`config.mk`:
```
export PLATFORM = sky130hd
export DESIGN_NAME = life_board_stepper_flat
export DESIGN_NICKNAME = d
export VERILOG_FILES = /design/src/rtl/life_board_stepper_pkg.sv /design/src/rtl/life_board_stepper_if.sv /design/src/rtl/life_board_stepper_bit_counter.sv /design/src/rtl/life_board_stepper.sv /design/src/flat_wrapper.sv
export SDC_FILE = /design/constraint.sdc
export NUM_CORES = 1
export LEC_CHECK = 0
export ABC_AREA = 1
export BUFFER_PORTS_ARGS = -buffer_cell sky130_fd_sc_hd__buf_4
export CAP_MARGIN = 20
export CORE_MARGIN = 5
export CORE_UTILIZATION = 62
export DETAILED_ROUTE_END_ITERATION = 8
export PLACE_DENSITY = 0.92
export SLEW_MARGIN = 10
export SYNTH_ARGS = -nofsm -noshare
export SYNTH_HDL_FRONTEND = slang
export SYNTH_SLANG_ARGS = --single-unit
```
`constraint.sdc`:
```
create_clock -name clk -period 15.08 [get_ports clk]
set_input_delay 0.754 -clock clk [delete_from_list [all_inputs] [get_ports clk]]
set_output_delay 0.754 -clock clk [all_outputs]
set_load 0.02 [all_outputs]
```
`src/rtl/life_board_stepper_pkg.sv`:
```
// Shared definitions for the Game of Life board stepper: FSM state codes,
// B3/S23 rule constants and a toroidal index wrap helper.
package life_pkg;

  typedef logic [1:0] state_t;

  localparam state_t StIdle   = 2'd0;
  localparam state_t StScan   = 2'd1;
  localparam state_t StCommit = 2'd2;

  localparam logic [3:0] BIRTH_COUNT = 4'd3;
  localparam logic [3:0] SURVIVE_LO  = 4'd2;
  localparam logic [3:0] SURVIVE_HI  = 4'd3;

  // Valid for v in [-n, 2n), which covers every +/-1 neighbour offset.
  function automatic int wrap_idx(input int v, input int n);
    return (v + n) % n;
  endfunction

endpackage

```
`src/rtl/life_board_stepper_if.sv`:
```
// Command channel between the host/loader and the board stepper.
interface life_board_stepper_if #(
  parameter int N = 8
);
  logic           cmd_valid;
  logic           cmd_ready;
  logic           cmd_load;
  logic [N*N-1:0] load_board;

  modport master (
    output cmd_valid,
    output cmd_load,
    output load_board,
    input  cmd_ready
  );

  modport slave (
    input  cmd_valid,
    input  cmd_load,
    input  load_board,
    output cmd_ready
  );
endinterface

```
`src/rtl/life_board_stepper_bit_counter.sv`:
```
// Eight-input population counter used for the neighbour count (result 0..8).
module bit_counter (
  input  logic [7:0] in,
  output logic [3:0] num
);
  always_comb begin
    num = '0;
    for (int i = 0; i < 8; i++) begin
      num = num + {3'b000, in[i]};
    end
  end
endmodule

```
`src/rtl/life_board_stepper.sv`:
```
// Sequential Game of Life engine: scans one cell per clock into a shadow
// board and commits the whole generation in a single cycle.
module life_board_stepper
  import life_pkg::*;
#(
  parameter int N = 8
) (
  input  logic                 clk,
  input  logic                 rst,
  life_board_stepper_if.slave  cmd,
  output logic [N*N-1:0]       board,
  output logic                 busy,
  output logic                 done,
  output logic [15:0]          generation
);

  localparam int RowW = $clog2(N);
  localparam int IdxW = $clog2(N*N);
  localparam logic [IdxW-1:0] LastIdx = IdxW'(N*N-1);

  state_t         r_state;
  logic [N*N-1:0] r_board;
  logic [N*N-1:0] r_next;
  logic [IdxW-1:0] r_idx;
  logic [15:0]    r_gen;
  logic           r_done;

  logic [RowW-1:0] w_rn [3];
  logic [RowW-1:0] w_cn [3];
  logic [7:0]      w_nbrs;
  logic [3:0]      w_count;
  logic            w_alive;
  logic            w_next;
  logic            w_accept;

  // Row/column of the three neighbour lines around the current cell.
  always_comb begin
    for (int i = 0; i < 3; i++) begin
      w_rn[i] = RowW'(wrap_idx(int'(r_idx[IdxW-1:RowW]) + i - 1, N));
      w_cn[i] = RowW'(wrap_idx(int'(r_idx[RowW-1:0]) + i - 1, N));
    end
  end

  // N is a power of two, so {row, col} is exactly the flat cell index.
  assign w_nbrs = {r_board[{w_rn[0], w_cn[0]}], r_board[{w_rn[0], w_cn[1]}],
                   r_board[{w_rn[0], w_cn[2]}], r_board[{w_rn[1], w_cn[0]}],
                   r_board[{w_rn[1], w_cn[2]}], r_board[{w_rn[2], w_cn[0]}],
                   r_board[{w_rn[2], w_cn[1]}], r_board[{w_rn[2], w_cn[2]}]};

  bit_counter u_bit_counter (
    .in  (w_nbrs),
    .num (w_count)
  );

  assign w_alive  = r_board[r_idx];
  assign w_next   = (w_count == BIRTH_COUNT) ||
                    (w_alive && (w_count >= SURVIVE_LO) && (w_count <= SURVIVE_HI));
  assign w_accept = cmd.cmd_valid && (r_state == StIdle);

  always_ff @(posedge clk or negedge rst) begin
    if (!rst) begin
      r_state <= StIdle;
      r_board <= '0;
      r_next  <= '0;
      r_idx   <= '0;
      r_gen   <= '0;
      r_done  <= 1'b0;
    end else begin
      r_done <= 1'b0;
      case (r_state)
        StIdle: begin
          if (w_accept) begin
            if (cmd.cmd_load) begin
              r_board <= cmd.load_board;
              r_gen   <= '0;
            end else begin
              r_state <= StScan;
              r_idx   <= '0;
            end
          end
        end
        StScan: begin
          r_next[r_idx] <= w_next;
          if (r_idx == LastIdx) begin
            r_state <= StCommit;
          end else begin
            r_idx <= r_idx + 1'b1;
          end
        end
        StCommit: begin
          r_board <= r_next;
          r_gen   <= r_gen + 16'd1;
          r_done  <= 1'b1;
          r_state <= StIdle;
        end
        default: r_state <= StIdle;
      endcase
    end
  end

  assign cmd.cmd_ready = (r_state == StIdle);
  assign busy          = (r_state == StScan) || (r_state == StCommit);
  assign board         = r_board;
  assign done          = r_done;
  assign generation    = r_gen;

endmodule

```
`src/flat_wrapper.sv`:
```
// flat-port wrapper written by rule: the top's interface ports become plain ports
module life_board_stepper_flat import life_pkg::*;
#(
  parameter int N = 8
)
  (clk, rst, board, busy, done, generation, cmd_cmd_valid, cmd_cmd_load, cmd_load_board, cmd_cmd_ready);
  life_board_stepper_if #(.N(N)) cmd_i ();
  input  logic clk;
  input  logic rst;
  output logic [N*N-1:0] board;
  output logic busy;
  output logic done;
  output logic [15:0] generation;
  input wire logic [$bits(cmd_i.cmd_valid)-1:0] cmd_cmd_valid;
  input wire logic [$bits(cmd_i.cmd_load)-1:0] cmd_cmd_load;
  input wire logic [$bits(cmd_i.load_board)-1:0] cmd_load_board;
  output wire logic [$bits(cmd_i.cmd_ready)-1:0] cmd_cmd_ready;
  assign cmd_i.cmd_valid = cmd_cmd_valid;
  assign cmd_i.cmd_load = cmd_cmd_load;
  assign cmd_i.load_board = cmd_load_board;
  assign cmd_cmd_ready = cmd_i.cmd_ready;
  life_board_stepper #(.N(N)) u_core (.clk(clk), .rst(rst), .cmd(cmd_i), .board(board), .busy(busy), .done(done), .generation(generation));
endmodule
```
==> flow_metrics.env <==
export IMPL_finalWirelength_um=31100
export IMPL_yosysSeqAreaShare=0.406
export IMPL_hold_viol_final=0
export IMPL_yosysTopAreaCellShare=0.406
export IMPL_cts_tree="built"
export IMPL_cts_hold_buf=0
export IMPL_ios=151
export IMPL_ys_warn_count=0
export IMPL_crit_chain="buf_4 -> inv_4 -> ha_1 -> inv_1 -> o211ai_1 -> nand2_1 -> o21ai_1 -> nand2_1 -> nand3_1 -> nand2_1 -> fa_1 -> fa_1 -> fa_1 -> ha_1 -> inv_1 -> fa_1 -> nor3_1 -> a22oi_1 -> nor2_4 -> buf_4 -> nand3_1 -> nand2_1"
export IMPL_via_count=10200
export IMPL_start_util=0.627
export IMPL_synth_most_common_cell="nand2_1"
export IMPL_synthArstFlopShare=1.00
export IMPL_clk_latency_ns=0.43
export IMPL_drcViolationCount=0
export IMPL_cp_start_kind="flip-flop"
export IMPL_synth_ff_type="dfrtp_1"
export IMPL_synth_edf_count=0
export IMPL_path_class="flip-flop to flip-flop"
export IMPL_slew_headroom=0.263
export IMPL_tns_ns=0
export IMPL_htree_num_levels=4
export IMPL_syn_inst=1379
export IMPL_antenna_found_initial=0
export IMPL_overflow=0
export IMPL_gp_congestion=1.00
export IMPL_avgRoutedWirePerCell_um=18.6
export IMPL_yosysTopAreaCell="dfrtp_1"
export IMPL_rr_worst_depth=22
export IMPL_ys_ff_latch=153
export IMPL_syn_area_per_cell_um2=6.84
export IMPL_min_path_type="input port to async pin"
export IMPL_dp_hpwl_um=21000
export IMPL_r2r_slack_ns=7.47
export IMPL_clockRootBuffer="clkbuf_16"
export IMPL_dieArea_um2=17800
export IMPL_fin_crit_ns=7.61
export IMPL_nets=1549
export IMPL_drive_gt1_frac=0.141
export IMPL_clock_path_buffers=2
export IMPL_grt_pass1_vias=9565
export IMPL_grt_start_max_net_pins=112
export IMPL_vias_per_cell=6.11
export IMPL_cp_arrival_ns=7.98
export IMPL_max_freq_mhz=131
export IMPL_die_w_um=133
export IMPL_synth_cell_area_um2=9430
export IMPL_setup_viol=0
export IMPL_die_h_um=133
export IMPL_max_cap_violations=0
export IMPL_drv_slew=0
export IMPL_ys_top_cells_by_area="dfrtp_1 (41%), nand2_1 (18%), nand3_1 (7.2%)"
export IMPL_timing_final_crit_share=0.505
export IMPL_initialDrtViolationCount=1329
export IMPL_grt_usage=0.350
export IMPL_path_max_fanout=90
export IMPL_cts_setup_buffers=0
export IMPL_area_growth_pct=16.8
export IMPL_outcome="finished clean"
export IMPL_max_stage_delay_ns=1.04
export IMPL_end_kind="flip-flop"
export IMPL_clkTransAtPathRegs_ns=0.07
export IMPL_grt_pass1_wl_um=49700
export IMPL_cp_top_family="adder cells"
export IMPL_synth_common_cells="nand2_1 (454), nor2_1 (165), dfrtp_1 (153)"
export IMPL_port_buffers=150
export IMPL_cts_num_sinks=153
export IMPL_rr_endpoint="u_core.r_next[39]"
export IMPL_worstMarginPinSlew_ns=1.10
export IMPL_core_um2=15000
export IMPL_row_count=45
export IMPL_rsz0062_at_grt="false"
export IMPL_syn_nets=1462
export IMPL_finalClockSkew_ns=0.0110
export IMPL_firstDrtPassIters=6
export IMPL_reg2reg_from="u_core.r_idx[0]"
export IMPL_cts_made_buffers=17
export IMPL_num_fill_cells=1127
export IMPL_required_ns=15.44
export IMPL_n_antenna_cell=0
export IMPL_critPathSlowestCell="ha_1"
export IMPL_ys_types=38
export IMPL_cts_resized=0
export IMPL_cp_num_buf_inv=5
export IMPL_ant_nets=0
-- state kept, by name (all words and copies together) (netlist names) --
name / count
u_core.r_next: 64
u_core.r_state: 2
u_core.r_idx: 6
u_core.generation: 16
u_core.board: 64
u_core.done: 1
-- placed cells by master, fill, tap and decap left out, types with 2 or more instances in the layout --
master       n
nor3_1      19
a21oi_1     12
clkbuf_1     2
nor2_2       7
clkbuf_16   17
inv_1       87
or2_2        6
clkinv_2     4
o21ai_0    113
buf_4      154
fa_1         4
bufinv_16    2
inv_2        2
nor2_4       2
o31ai_1      3
o22ai_1      2
xnor2_1      2
dfrtp_1    152
nor3b_1      3
o211ai_1    18
nand4_1      7
nand2_1    454
a2bb2oi_1    2
nand3_1    136
o21ai_1     10
clkinv_4     3
a31oi_1     65
nor2_1     164
ha_1        10
inv_6        4
-- cell type report --
type                    count  area, µm²  area share
multi-input cells        1049       4860       0.442
flip-flops and latches    153       3830       0.348
repair buffers            155       1170       0.106
clock buffers              19        433      0.0393
inverters                  90        340      0.0309
well taps                 188        235      0.0214
clock inverters            13        141      0.0128
-- cells by family (layout without fill, tap and decap cells) --
group	Yosys count	after routing	synth area share
simple gates	802	802	0.349
buf+inv	177	277	0.0796
fa+ha+maj	15	15	0.0231
xor+xnor	4	4	0.00451
flops	153	153	0.406
compound gates	228	228	0.137
-- worst reg2reg max path, stage by stage (launching register included) --
cell and delay (ns):
dfrtp_2 0.35, buf_4 0.61, inv_4 0.37, ha_1 1.04
inv_1 0.72, o211ai_1 0.34, nand2_1 0.12, o21ai_1 0.24
nand2_1 0.09, nand3_1 0.09, nand2_1 0.07, fa_1 0.48
fa_1 0.50, fa_1 0.51, ha_1 0.17, inv_1 0.06
fa_1 0.42, nor3_1 0.18, a22oi_1 0.12, nor2_4 0.09
buf_4 0.60, nand3_1 0.24, nand2_1 0.12
-- worst max path at each step --
stage,from,end,slack (ns),cells past startpoint
floorplan,u_core.r_idx[0],u_core.r_next[56],9.62,27
global placement,u_core.r_idx[0],u_core.r_next[51],7.96,21
detailed placement,u_core.r_idx[0],u_core.r_next[31],7.67,22
CTS,u_core.r_idx[0],u_core.r_next[39],7.59,22
global route,u_core.r_idx[0],u_core.r_next[31],6.89,22
finish,u_core.r_idx[0],u_core.r_next[39],7.47,22
-- per-layer routing --
layer  up-vias  global-route usage  part of all wire
li1       4677                   -                 -
met1      4744               0.471              0.39
met2       631               0.536              0.46
met3       133              0.0770             0.099
met4         0               0.177             0.051
met5         -                   0                 0
-- per-stage QoR --
stage                     setup WS [ns]  instances   util  instance area (µm²)  hold WS, ns
after global placement             7.96       1635  0.694                10400        0.465
final                              7.47       1667  0.732                11000        0.349
after CTS                          7.59       1667  0.732                11000        0.379
after detailed placement           7.67       1635  0.694                10400        0.471
after floorplan                    9.62       1379      -                 9430        0.448
after global routing               6.89       1667  0.732                11000        0.411
Power is not shown: default switching activity piles up to over one toggle a cycle in this logic, so the estimate is an artifact.
